==> config.mk <==
export PLATFORM = sky130hd
export DESIGN_NAME = sdram_traffic_gen
export DESIGN_NICKNAME = d
export VERILOG_FILES = /design/src/rtl/sdram_traffic_gen_pkg.sv /design/src/rtl/sdram_traffic_gen_pattern.sv /design/src/rtl/sdram_traffic_gen.sv
export SDC_FILE = /design/constraint.sdc
export NUM_CORES = 1
export LEC_CHECK = 0
export CAP_MARGIN = 20
export CORE_MARGIN = 2
export CORE_UTILIZATION = 35
export CTS_BUF_LIST = sky130_fd_sc_hd__clkbuf_2 sky130_fd_sc_hd__clkbuf_4 sky130_fd_sc_hd__clkbuf_8
export CTS_CLUSTER_SIZE = 25
export DETAILED_ROUTE_END_ITERATION = 7
export PLACE_DENSITY = 0.56
export SYNTH_ARGS = -nofsm -noshare
export SYNTH_HDL_FRONTEND = slang
export SYNTH_SLANG_ARGS = --single-unit
==> constraint.sdc <==
create_clock -name clk -period 2.75 [get_ports clk]
set_input_delay 0.55 -clock clk [delete_from_list [all_inputs] [get_ports clk]]
set_output_delay 0.55 -clock clk [all_outputs]
set_load 0.05 [all_outputs]
==> src/rtl/sdram_traffic_gen_pkg.sv <==
// ----------------------------------------------------------------------------
// sdram_traffic_gen_pkg : shared state encoding and sizing helper
// Rev 1.0
// ----------------------------------------------------------------------------
`default_nettype none

package sdram_traffic_gen_pkg;

  typedef enum logic [2:0] {
    S_IDLE    = 3'd0,
    S_WR_REQ  = 3'd1,
    S_WR_WAIT = 3'd2,
    S_RD_REQ  = 3'd3,
    S_RD_WAIT = 3'd4,
    S_CHECK   = 3'd5,
    S_DONE    = 3'd6
  } tg_state_e;

  // Register width for a counter holding 0..value-1; never narrower than 1 bit.
  function automatic int clog2_min1(input int value);
    return (value <= 2) ? 1 : $clog2(value);
  endfunction

endpackage

`default_nettype wire

==> src/rtl/sdram_traffic_gen_pattern.sv <==
// ----------------------------------------------------------------------------
// sdram_traffic_gen_pattern : address / data pattern / word index sequencer
// Rev 1.0
// ----------------------------------------------------------------------------
`default_nettype none

module sdram_traffic_gen_pattern
  import sdram_traffic_gen_pkg::*;
#(
  parameter int          ADDR_W      = 24,
  parameter int          DATA_W      = 16,
  parameter int          NUM_WORDS   = 16,
  parameter int          ADDR_STRIDE = 1,
  parameter logic [15:0] SEED        = 16'hACE1,
  parameter logic [15:0] PATTERN_INC = 16'h0101
) (
  input  logic              clk,
  input  logic              rst_n,
  input  logic              load_i,
  input  logic              rewind_i,
  input  logic              step_i,
  input  logic [ADDR_W-1:0] base_i,
  output logic [ADDR_W-1:0] addr_o,
  output logic [DATA_W-1:0] pat_o,
  output logic              last_o
);

  localparam int                IDX_W    = clog2_min1(NUM_WORDS);
  localparam logic [DATA_W-1:0] SEED_V   = DATA_W'(SEED);
  localparam logic [DATA_W-1:0] INC_V    = DATA_W'(PATTERN_INC);
  localparam logic [ADDR_W-1:0] STRIDE_V = ADDR_W'(ADDR_STRIDE);
  localparam logic [IDX_W-1:0]  LAST_IDX = IDX_W'(NUM_WORDS - 1);

  logic [ADDR_W-1:0] base_q, base_d, addr_q, addr_d;
  logic [DATA_W-1:0] pat_q, pat_d;
  logic [IDX_W-1:0]  idx_q, idx_d;

  // Load captures a new base; rewind restarts from the captured base for the read phase.
  always_comb begin
    base_d = base_q;
    addr_d = addr_q;
    pat_d  = pat_q;
    idx_d  = idx_q;
    if (load_i) begin
      base_d = base_i;
      addr_d = base_i;
      pat_d  = SEED_V;
      idx_d  = '0;
    end else if (rewind_i) begin
      addr_d = base_q;
      pat_d  = SEED_V;
      idx_d  = '0;
    end else if (step_i) begin
      addr_d = addr_q + STRIDE_V;
      pat_d  = pat_q + INC_V;
      idx_d  = idx_q + IDX_W'(1);
    end
  end

  always_ff @(posedge clk or negedge rst_n) begin
    if (!rst_n) begin
      base_q <= '0;
      addr_q <= '0;
      pat_q  <= '0;
      idx_q  <= '0;
    end else begin
      base_q <= base_d;
      addr_q <= addr_d;
      pat_q  <= pat_d;
      idx_q  <= idx_d;
    end
  end

  assign addr_o = addr_q;
  assign pat_o  = pat_q;
  assign last_o = (idx_q == LAST_IDX);

endmodule

`default_nettype wire

==> src/rtl/sdram_traffic_gen.sv <==
// ----------------------------------------------------------------------------
// sdram_traffic_gen : write/read-back memory tester for the sdram host port
// Rev 1.0
// ----------------------------------------------------------------------------
`default_nettype none

module sdram_traffic_gen
  import sdram_traffic_gen_pkg::*;
#(
  parameter int          ADDR_W      = 24,
  parameter int          DATA_W      = 16,
  parameter int          NUM_WORDS   = 16,
  parameter int          ADDR_STRIDE = 1,
  parameter logic [15:0] SEED        = 16'hACE1,
  parameter logic [15:0] PATTERN_INC = 16'h0101,
  parameter int          TIMEOUT     = 1023,
  parameter int          CNT_W       = $clog2(NUM_WORDS + 1)
) (
  input  logic              clk,
  input  logic              rst_n,
  input  logic              start,
  input  logic [ADDR_W-1:0] base_addr,
  output logic [ADDR_W-1:0] haddr,
  output logic [DATA_W-1:0] wr_data,
  output logic              wr_enable,
  output logic              rd_enable,
  input  logic [DATA_W-1:0] rd_data,
  input  logic              busy,
  output logic              running,
  output logic              done,
  output logic              pass,
  output logic [CNT_W-1:0]  err_count,
  output logic [ADDR_W-1:0] first_err_addr,
  output logic              timeout
);

  localparam int               TO_W   = clog2_min1(TIMEOUT);
  localparam logic [TO_W-1:0]  TO_MAX = TO_W'(TIMEOUT - 1);

  tg_state_e         state_q, state_d;
  logic [TO_W-1:0]   to_cnt_q, to_cnt_d;
  logic [CNT_W-1:0]  err_q, err_d;
  logic [ADDR_W-1:0] first_q, first_d;
  logic              pass_q, pass_d, timeout_q, timeout_d;
  logic [DATA_W-1:0] rdata_q, rdata_d;
  logic              pg_load, pg_rewind, pg_step, pg_last, wait_cycle;
  logic [ADDR_W-1:0] addr;
  logic [DATA_W-1:0] pat;

  sdram_traffic_gen_pattern #(
    .ADDR_W      (ADDR_W),
    .DATA_W      (DATA_W),
    .NUM_WORDS   (NUM_WORDS),
    .ADDR_STRIDE (ADDR_STRIDE),
    .SEED        (SEED),
    .PATTERN_INC (PATTERN_INC)
  ) u_pattern (
    .clk      (clk),
    .rst_n    (rst_n),
    .load_i   (pg_load),
    .rewind_i (pg_rewind),
    .step_i   (pg_step),
    .base_i   (base_addr),
    .addr_o   (addr),
    .pat_o    (pat),
    .last_o   (pg_last)
  );

  always_comb begin
    state_d    = state_q;
    to_cnt_d   = '0;
    err_d      = err_q;
    first_d    = first_q;
    pass_d     = pass_q;
    timeout_d  = timeout_q;
    rdata_d    = rdata_q;
    pg_load    = 1'b0;
    pg_rewind  = 1'b0;
    pg_step    = 1'b0;
    wait_cycle = 1'b0;
    case (state_q)
      S_IDLE: if (start && !busy) begin
        pg_load   = 1'b1;
        err_d     = '0;
        first_d   = '0;
        pass_d    = 1'b0;
        timeout_d = 1'b0;
        state_d   = S_WR_REQ;
      end
      S_WR_REQ:  if (busy) state_d = S_WR_WAIT; else wait_cycle = 1'b1;
      S_WR_WAIT: if (busy) wait_cycle = 1'b1;
                 else if (pg_last) begin pg_rewind = 1'b1; state_d = S_RD_REQ; end
                 else begin pg_step = 1'b1; state_d = S_WR_REQ; end
      S_RD_REQ:  if (busy) state_d = S_RD_WAIT; else wait_cycle = 1'b1;
      S_RD_WAIT: if (busy) wait_cycle = 1'b1;
                 else begin rdata_d = rd_data; state_d = S_CHECK; end
      S_CHECK: begin
        if (rdata_q != pat) begin
          if (err_q != '1) err_d = err_q + CNT_W'(1);
          if (err_q == '0) first_d = addr;
        end
        // Results settle on entry to DONE so they are valid alongside the done pulse.
        if (pg_last) begin
          pass_d  = (err_d == '0);
          state_d = S_DONE;
        end else begin
          pg_step = 1'b1;
          state_d = S_RD_REQ;
        end
      end
      S_DONE:  state_d = S_IDLE;
      default: state_d = S_IDLE;
    endcase
    if (wait_cycle) begin
      if (to_cnt_q == TO_MAX) begin
        timeout_d = 1'b1;
        pass_d    = 1'b0;
        state_d   = S_DONE;
      end else begin
        to_cnt_d = to_cnt_q + TO_W'(1);
      end
    end
  end

  always_ff @(posedge clk or negedge rst_n) begin
    if (!rst_n) begin
      state_q   <= S_IDLE;
      to_cnt_q  <= '0;
      err_q     <= '0;
      first_q   <= '0;
      pass_q    <= 1'b0;
      timeout_q <= 1'b0;
      rdata_q   <= '0;
    end else begin
      state_q   <= state_d;
      to_cnt_q  <= to_cnt_d;
      err_q     <= err_d;
      first_q   <= first_d;
      pass_q    <= pass_d;
      timeout_q <= timeout_d;
      rdata_q   <= rdata_d;
    end
  end

  assign haddr          = addr;
  assign wr_data        = pat;
  assign wr_enable      = (state_q == S_WR_REQ);
  assign rd_enable      = (state_q == S_RD_REQ);
  assign done           = (state_q == S_DONE);
  assign running        = (state_q != S_IDLE) && (state_q != S_DONE);
  assign pass           = pass_q;
  assign err_count      = err_q;
  assign first_err_addr = first_q;
  assign timeout        = timeout_q;

endmodule

`default_nettype wire

Yosys cells after proc, flatten, opt, wreduce, memory -nomap -nowiden
Cells that the tools add are included.
{"block": "classes", "addsub": 5, "n_eq_ne": 14, "muxes": 50, "bitwise": 1, "reduce_logical": 14}
{"cell": "2-to-1 mux 24 bit", "count": 6}
{"cell": "2-to-1 mux 16 bit", "count": 3}
{"cell": "case mux 24 bit (2 select lines)", "count": 1}
{"cell": "adder 24 x 1 -> 24 bit (second input constant)", "count": 1}
{"cell": "2-to-1 mux 3 bit", "count": 8}
{"cell": "2-to-1 mux 10 bit", "count": 2}
{"cell": "2-to-1 mux 5 bit", "count": 4}
{"cell": "case mux 3 bit (6 select lines)", "count": 1}
{"cell": "2-to-1 mux 1 bit", "count": 17}
{"cell": "adder 16 x 9 -> 16 bit (second input constant)", "count": 1}
{"cell": "inequality test 16 bit", "count": 1}
{"cell": "2-to-1 mux 4 bit", "count": 3}
{"cell": "adder 10 x 1 -> 10 bit (second input constant)", "count": 1}
{"cell": "== test 10 bit (second input constant)", "count": 1}
{"cell": "zero test 5 bit", "count": 2}
{"cell": "case mux 5 bit (2 select lines)", "count": 1}
{"cell": "== test 3 bit (second input constant)", "count": 3}
{"cell": "== test 3 x 2 -> 1 bit (second input constant)", "count": 2}
{"cell": "inequality test 2 bit (second input constant)", "count": 3}
{"cell": "case mux 1 bit (2 select lines)", "count": 3}
{"cell": "nonzero test 3 bit", "count": 2}
{"cell": "adder 5 x 1 -> 5 bit (second input constant)", "count": 1}
{"cell": "inequality test 5 bit (second input constant)", "count": 1}
{"cell": "adder 4 x 1 -> 4 bit (second input constant)", "count": 1}
{"cell": "other kinds (12)", "count": 15}
{"block": "totals", "regBits": 128, "inputBits": 44, "out_inout_bits": 75, "elab_cells": 95}

Longest topological paths before layout
Gate-level depths: netlist of the first run.
{"block": "depth", "ltp_word": 9, "ltp_mapped": 9, "mapped_depth_nobuf": 7}

Modules after synthesis
From an unflattened synthesis of the first run, not the netlist that was laid out.
{"block": "hier_totals", "cells_unflattened": 671, "area_unflattened_um2": 6735.2}
{"module": "sdram_traffic_gen_pattern", "instances": 1, "cells_per_inst": 374, "area_each_um2": 3639.7, "seq_area_each_um2": 1701.6}
{"module": "sdram_traffic_gen", "instances": 1, "cells_per_inst": 297, "area_each_um2": 3095.5, "seq_area_each_um2": 1501.4}

Least setup slack after synthesis of the first run
Ideal clock, no wire load.
{"block": "synth_path", "kind": "register -> output", "startpoint": "reg state_q[0]", "endpoint": "out wr_enable", "arrival_ps": 1893, "t_required_ps": 2200, "slack_ps": 307, "stages_incl_launch_ff": 4, "n_path_buf": 2, "path_cell_list": "dfrtp_1 > buf_6 > clkbuf_1 > nor3b_1"}
{"block": "synth_via", "elab_chain_cells": 1}
{"element": "from (decl)", "line": "sdram_traffic_gen.sv:40", "rtl": "tg_state_e state_q, state_d;"}
{"element": "from (signal assigned)", "line": "sdram_traffic_gen.sv:135", "rtl": "state_q <= state_d;"}
{"element": "== test 3 x 1 -> 1 bit", "line": "sdram_traffic_gen.sv:147", "rtl": "assign wr_enable = (state_q == S_WR_REQ);"}
{"element": "to (decl)", "line": "sdram_traffic_gen.sv:25", "rtl": "output logic wr_enable,"}
Every way passes these cells.

Worst setup path after layout of the first run
{"block": "layout_path", "startpoint": "reg state_q[0]", "endpoint": "out rd_enable"}
{"block": "layout_via", "elab_chain_cells": 1}
{"element": "== test 3 x 2 -> 1 bit", "line": "sdram_traffic_gen.sv:148", "rtl": "assign rd_enable = (state_q == S_RD_REQ);"}
{"element": "to (decl)", "line": "sdram_traffic_gen.sv:26", "rtl": "output logic rd_enable,"}
Every way passes these cells.

==> impl_metrics.csv, run 1 <==
group,metric,value,unit
flow_run,drv_cap,0,
clocking,htree_levels,4,
cells_and_area,layout_commonest_cell,"nand2_1",
clocking,cts_tree,"done",
sta,setup_tns,0,ns
cells_and_area,layout_common_cells,"132 x nand2_1, 126 x dfrtp_1, 116 x clkdlybuf4s50_1, 32 x nor2_1, 29 x inv_1",
global_route,antenna_found_initial,0,
yosys,yosysWarnings,0,
yosys,synth-async-reset-ratio,100.0,%
min_path,hold_path.class,"reg -> reg",
yosys,ys_seq_area_share,47.92,%
yosys,syn_area_per_cell,9.873,sq um
drt,drt-initial-drc-count,302,
drt,antenna_left,0,
placed_design,post-place-cells,1011,
clocking,path_clk_slew,0.07,ns
pwr,vdd_drop_max,646.0,uV
clocking,root_buffer,"clkbuf_8",
sta,finalClockSkew,0.007609,ns
clocking,post_cts_buffers,0,
clocking,clock_path_buffers,2,
sta,report.final.hold_viol_count,0,
clocking,numCtsBuffers,17,
drt,via_count,5525,
yosys,synth_flop_cell,"dfrtp_1",
sta,slew_violations,0,
drt,routedWlPerCell,16.78,um
drt,drc,0,
floorplanning,io_pins,119,
sta,fin_crit_sh,94.76,%
yosys,synthDistinctLibCells,65,
sta,hold_ws,0.4724,ns
yosys,synth-seq-cells,128,
clocking,clkSinkCount,128,
yosys,yosys.area_share.adder,1.310,%
global_route,track_usage,18.09,%
global_route,grt_pass1_vias,5507,
floorplanning,num_rows,50,
sta,min_period,2.606,ns
outcome,status,"finished, final reports clean",
cells_and_area,syn_to_final_growth,27.63,%
yosys,synth_top_family_by_area,"simple AND/OR/NAND/NOR gates",
setup_path,cp_max_fo,13,
yosys,syn_area,6684,sq um
drt,routed_wl,17510,um
yosys,synth_mux_area_share,7.394,%
yosys,synthCells,677,
yosys,synth_edf_count,0,
setup_path,critPathArrivalTime,2.06,ns
floorplanning,start_util,35.73,%
placed_design,detailed_place_hpwl,12320,um
yosys,synth_compound_area_share,11.79,%
placed_design,port_buffers,118,
yosys,syn_nets,728,
placed_design,placed_area,8145,sq um
sta,max_freq,0.3838,GHz
drt,routed_via_density,5.297,
cells_and_area,instances_no_fill,1043,
sta,slew_headroom,29.23,%
floorplanning,core_area,18710,sq um
global_route,grt_pass1_wl,28880,um
cells_and_area,nFillCells,1742,
floorplanning,die_h,142.2,um
cells_and_area,nNetsFinal,848,
floorplanning,die_w,142.2,um
global_route,grt_overflow,0,
cells_and_area,finalInstanceArea,8531,sq um
sta,worstMarginPinSlew,1.058,ns
yosys,synthXorXnorAreaFrac,5.897,%
clocking,clkLatencyLatePin,0.43,ns
drt,dr.pass1.iters,4,
floorplanning,design.die.area,20220,sq um
setup_path,startpoint_type,"register",
pwr,p_leak,3.836,nW
setup_path,cp-end-kind,"primary output",
global_route,grt_max_degree,70,
yosys,yosys.area_share.simple,21.02,%
placed_design,place_congestion,0.8108,
pwr,power.density,1126,nW/um^2
setup_path,cp.required,2.20,ns
cells_and_area,n_antenna_cell,0,
setup_path,criticalPathCategory,"reg -> out",
sta,finalSetupViolCount,0,
setup_path,rrSetupSlack,0.23,ns
cells_and_area,drive_gt1_share,10.75,%
sta,rsz0062_at_grt,"no",
## state kept, by name, summed over array words and instances (netlist names)
name	count
first_err_addr	24
pass	1
timeout	1
to_cnt_q	10
rdata_q	16
u_pattern.pat_o	16
err_count	5
state_q	3
u_pattern.base_q	24
u_pattern.idx_q	4
u_pattern.addr_o	24
## area by class of cell
type / count / area, sq um / share of cell area, %
Clock buffer: 25 / 312.8 / 3.667
Clock inverter: 6 / 57.56 / 0.6747
Inverter: 29 / 108.9 / 1.276
Multi-Input combinational cell: 482 / 3174 / 37.21
Sequential cell: 128 / 3206 / 37.58
Tap cell: 234 / 292.8 / 3.432
Timing Repair Buffer: 139 / 1379 / 16.16
## repair_timing
action | CTS | global route
endpoints found under the hold margin | 7 | 0
resized for setup | 2 | 1
setup endpoints to repair | 3 | 1
gates cloned | 0 | 0
hold buffers | 1 | 0
## worst max-delay path: stages (launching register included)
cell             delay [ns]
dfrtp_1                0.60
and3b_1                0.22
clkdlybuf4s50_1        0.80
## through the flow
stage                     utilization, %  total power [mW]  setup WS (ns)
after CTS                          45.59             9.691        0.05621
after detailed placement           43.55             8.117       -0.08581
after global routing               45.61             10.23       0.001727
final                              45.61             9.609         0.1442
after global placement             43.55             7.989        0.01164
after floorplan                        -             6.536         0.3075
## path summary, 6_finish.rpt
| check | from | to | cells after the start |
|---|---|---|---|
| min in group asynchronous | rst_n | u_pattern.base_q[19] | 2 |
| worst max register to register | u_pattern.idx_q[0] | u_pattern.addr_o[23] | 6 |
| worst max-delay path | state_q[0] | rd_enable | 2 |
| worst min register to register | u_pattern.base_q[7] | u_pattern.base_q[7] | 2 |
| max in group asynchronous | rst_n | state_q[1] | 3 |
| worst min-delay path | u_pattern.base_q[7] | u_pattern.base_q[7] | 2 |
## report_power, final
| group | internal [mW] | switching [mW] | leakage [nW] |
|---|---|---|---|
| clock | 0.826 | 0.718 | 0.197 |
| sequential | 2.59 | 0.772 | 1.60 |
| combinational | 1.72 | 2.98 | 2.04 |
| total | 5.14 | 4.47 | 3.84 |
## layer usage
layer	vias up	track usage [%]	part of all wire [%]	wire, um
met1	2728	25.47	47	8292
met4	0	5.789	1.1	199
li1	2627	-	-	-
met2	153	27.89	47	8230
met3	17	3.869	4.5	784
met5	-	0	0	0
## cells by family (layout without fill, tap and decap cells)
family | Yosys count | after routing
fa+ha+maj | 7 | 7
buf+inv | 67 | 199
xor+xnor | 45 | 45
flops | 128 | 128
mux | 47 | 47
simple gates | 267 | 267
compound gates | 116 | 116
## cell usage after synthesis, drive strengths merged, types with 4 or more instances
cell | count | share of area, %
nor2 | 33 | 1.9
buf | 26 | 2.4
nor4b | 4 | 1.1
nand2b | 5 | 0.47
a22o | 4 | 0.52
mux2i | 28 | 4.2
ha | 7 | 1.3
inv | 29 | 1.6
a2bb2oi | 5 | 0.92
a41oi | 4 | 0.52
nand3 | 22 | 1.8
clkbuf | 12 | 0.67
o22ai | 8 | 0.84
nand2 | 132 | 7.4
mux2 | 19 | 3.2
and4 | 5 | 0.66
o21ai | 24 | 1.8
a31oi | 11 | 1.0
nand4 | 16 | 1.8
dfrtp | 128 | 48
nor3b | 4 | 0.45
nor4 | 10 | 1.7
or3 | 4 | 0.45
nor3 | 15 | 1.6
xor2 | 26 | 3.4
o211ai | 6 | 0.67
xnor2 | 19 | 2.5
a22oi | 4 | 0.45
a21oi | 25 | 1.9
and3 | 10 | 0.94
Note: power is estimated with default switching activity, not from simulation.
==> run 2, diff against run 1 <==
--- a/config.mk
+++ b/config.mk
@@ -6,12 +6,14 @@
 export NUM_CORES = 1
 export LEC_CHECK = 0
 export CAP_MARGIN = 20
-export CORE_MARGIN = 2
+export CORE_MARGIN = 4
 export CORE_UTILIZATION = 35
 export CTS_BUF_LIST = sky130_fd_sc_hd__clkbuf_2 sky130_fd_sc_hd__clkbuf_4 sky130_fd_sc_hd__clkbuf_8
 export CTS_CLUSTER_SIZE = 25
 export DETAILED_ROUTE_END_ITERATION = 7
 export PLACE_DENSITY = 0.56
+export RECOVER_POWER = 100
+export SETUP_SLACK_MARGIN = 0.02
 export SYNTH_ARGS = -nofsm -noshare
 export SYNTH_HDL_FRONTEND = slang
 export SYNTH_SLANG_ARGS = --single-unit
==> run 2 against run 1 <==
Effect of this change:
- the flow now finishes with violations (capacitance limit, slew limit)
- critical path depth rose by 1
- via count increased by 0.49%
- worst setup slack improved by 0.048 ns
- combinational power fell by 4%
- clock-buffer cell count shrank 2
- clock skew is 0.0074 ns higher
- register-to-register slack got worse by 0.03 ns
- critical path type unchanged
==> impl_metrics.csv, run 2 (synthesis results as in run 1) <==
group,metric,value,unit
outcome,status,"finished, violations left",
outcome,violations,"capacitance limit, slew limit",
setup_path,cp.required,2.20,ns
global_route,grt_busiest_layer,"met2",
cells_and_area,syn_to_final_growth,26.19,%
cells_and_area,multi_input_area,3126,sq um
drt,antenna_left,0,
drt,drc,0,
clocking,cts_hold_buf,0,
drt,routed_wl,17790,um
floorplanning,design.die.area,21370,sq um
global_route,grt.met2_usage,26.35,%
global_route,grt_pass1_wl,28790,um
setup_path,cp_max_fo,17,
sta,finalClockSkew,0.01497,ns
sta,max_freq,0.3909,GHz
drt,dr.pass1.iters,6,
floorplanning,start_util,35.61,%
cells_and_area,finalInstanceArea,8434,sq um
clocking,root_buffer,"clkbuf_8",
setup_path,rrSetupSlack,0.20,ns
setup_path,rr_worst_depth,7,
setup_path,max_stage_delay,0.81,ns
setup_path,criticalPathCategory,"reg -> out",
placed_design,detailed_place_hpwl,12510,um
setup_path,critPathArrivalTime,2.01,ns
min_path,holdPathEnd,"u_pattern.base_q[4]",
setup_path,path_cells,"nand2_1 > nor2_1 > clkdlybuf4s50_1",
global_route,grt.met1_usage,22.34,%
cells_and_area,nFillCells,1793,
sta,report.final.hold_viol_count,0,
floorplanning,die_w,146.2,um
pwr,vdd_drop_max,533.8,uV
placed_design,placed_area,8170,sq um
clocking,numCtsBuffers,17,
sta,slew_violations,29,
placed_design,post-place-cells,1016,
floorplanning,core_area,18770,sq um
sta,slew_headroom,-10.89,%
clocking,clkSinkCount,128,
sta,min_period,2.558,ns
cells_and_area,instances_no_fill,1046,
cells_and_area,layout_commonest_cell,"nand2_1",
clocking,htree_levels,4,
setup_path,path_buf_inv,1,
global_route,grt_max_degree,65,
drt,via_count,5552,
cells_and_area,drive_gt1_share,9.483,%
setup_path,crit_path_top_delay_cell,"clkdlybuf4s50_1",
clocking,clock_path_buffers,2,
setup_path,critPathTopFamily,"buffers and inverters",
global_route,gr-usage-met3,4.314,%
global_route,grt_pass1_vias,5461,
setup_path,startpoint_type,"register",
setup_path,r2r_start,"u_pattern.idx_q[0]",
sta,finalSetupViolCount,0,
sta,fin_crit_sh,93.02,%
placed_design,port_buffers,118,
cells_and_area,regArea,3206,sq um
sta,rsz0062_at_grt,"no",
min_path,min_from,"u_pattern.base_q[4]",
drt,routedWlPerCell,17.01,um
cells_and_area,n_antenna_cell,0,
clocking,cts_tree,"done",
global_route,antenna_found_initial,0,
floorplanning,num_rows,50,
floorplanning,io_pins,119,
global_route,grt_overflow,0,
clocking,path_clk_slew,0.07,ns
floorplanning,die_h,146.2,um
setup_path,rr_endpoint,"u_pattern.pat_o[3]",
pwr,power.density,1111,nW/um^2
drt,drt-initial-drc-count,423,
global_route,track_usage,16.58,%
cells_and_area,layout_common_cells,"132 x nand2_1, 126 x dfrtp_1, 72 x dlygate4sd3_1, 42 x clkdlybuf4s50_1, 32 x nor2_1",
clocking,clkLatencyLatePin,0.45,ns
cells_and_area,nNetsFinal,852,
pwr,p_leak,3.885,nW
min_path,min_path_cells,2,
setup_path,cp-end-kind,"primary output",
sta,worstMarginPinSlew,1.663,ns
placed_design,place_congestion,0.8230,
flow_run,drv_cap,1,
drt,routed_via_density,5.308,
min_path,hold_path.class,"reg -> reg",
## run 2: cell count changes in the layout (fill, tap and decap cells not counted), moves of 2 or more
cell and change:
clkdlybuf4s50_1 -74, dlygate4sd3_1 +71, clkbuf_1 +10, buf_4 -6, o21ai_0 +6, o21ai_1 -6, clkbuf_2 +4, clkbuf_4 -3
nor3_1 +3, clkinv_2 +2, nor3_2 -2
## run 2: where the power goes
| part | internal, mW | switching (mW) | leakage [nW] | total [mW] |
|---|---|---|---|---|
| Combinational | 1.52 | 2.99 | 2.09 | 4.51 |
| Clock | 0.811 | 0.733 | 0.198 | 1.54 |
| Sequential | 2.59 | 0.727 | 1.60 | 3.32 |
| Total | 4.92 | 4.45 | 3.88 | 9.37 |
## run 2: worst register-to-register path, stage by stage, from the launching register on
cell      delay [ns]
dfrtp_1         0.41
ha_1            0.24
and3_1          0.27
and2_0          0.18
nor2_1          0.76
clkbuf_1        0.35
nand3_1         0.12
o21ai_1         0.14
## run 2: how the worst max path moves through the flow
stage | depth (start not counted) | to | startpoint | slack, ns
after floorplan | 3 | wr_enable | state_q[0] | 0.31
after global placement | 7 | u_pattern.pat_o[3] | busy | -0.03
after detailed placement | 7 | u_pattern.pat_o[3] | busy | -0.03
after CTS | 2 | rd_enable | state_q[0] | 0.08
after global routing | 7 | u_pattern.pat_o[3] | u_pattern.idx_q[0] | 0.04
final | 3 | done | state_q[2] | 0.19
## run 2: metrics by stage
step                power, mW  setup slack [ns]  hold slack (ns)  setup TNS (ns)  utilization (%)
global route            9.961           0.04208           0.5036               0            44.94
finish                  9.371            0.1919           0.4807               0            44.94
global placement        8.024          -0.02814           0.4557        -0.02814            43.53
floorplan               6.536            0.3075           0.2544               0                -
CTS                     9.702           0.07942          0.01101               0            45.48
detailed placement      8.136          -0.03160           0.4656        -0.03160            43.53
## run 2: routing by layer
layer  vias to the layer above  part of all wire [%]
met5                         -                     0
li1                       2625                     -
met1                      2723                    46
met3                        17                   5.8
met2                       187                    47
met4                         0                   1.3
## run 2: cell type report
| class | instances | area share (%) |
|---|---|---|
| Sequential cell | 128 | 38.01 |
| Inverter | 29 | 1.291 |
| Clock inverter | 7 | 0.7121 |
| Tap cell | 234 | 3.471 |
| Clock buffer | 23 | 3.605 |
| Timing Repair Buffer | 143 | 15.86 |
| Multi-Input combinational cell | 482 | 37.06 |
## run 2: what timing repair did
action / in CTS / in global routing
pin swaps: 0 / 0
resized for setup: 3 / 2
setup endpoints to repair: 4 / 2
buffers inserted: 0 / 0
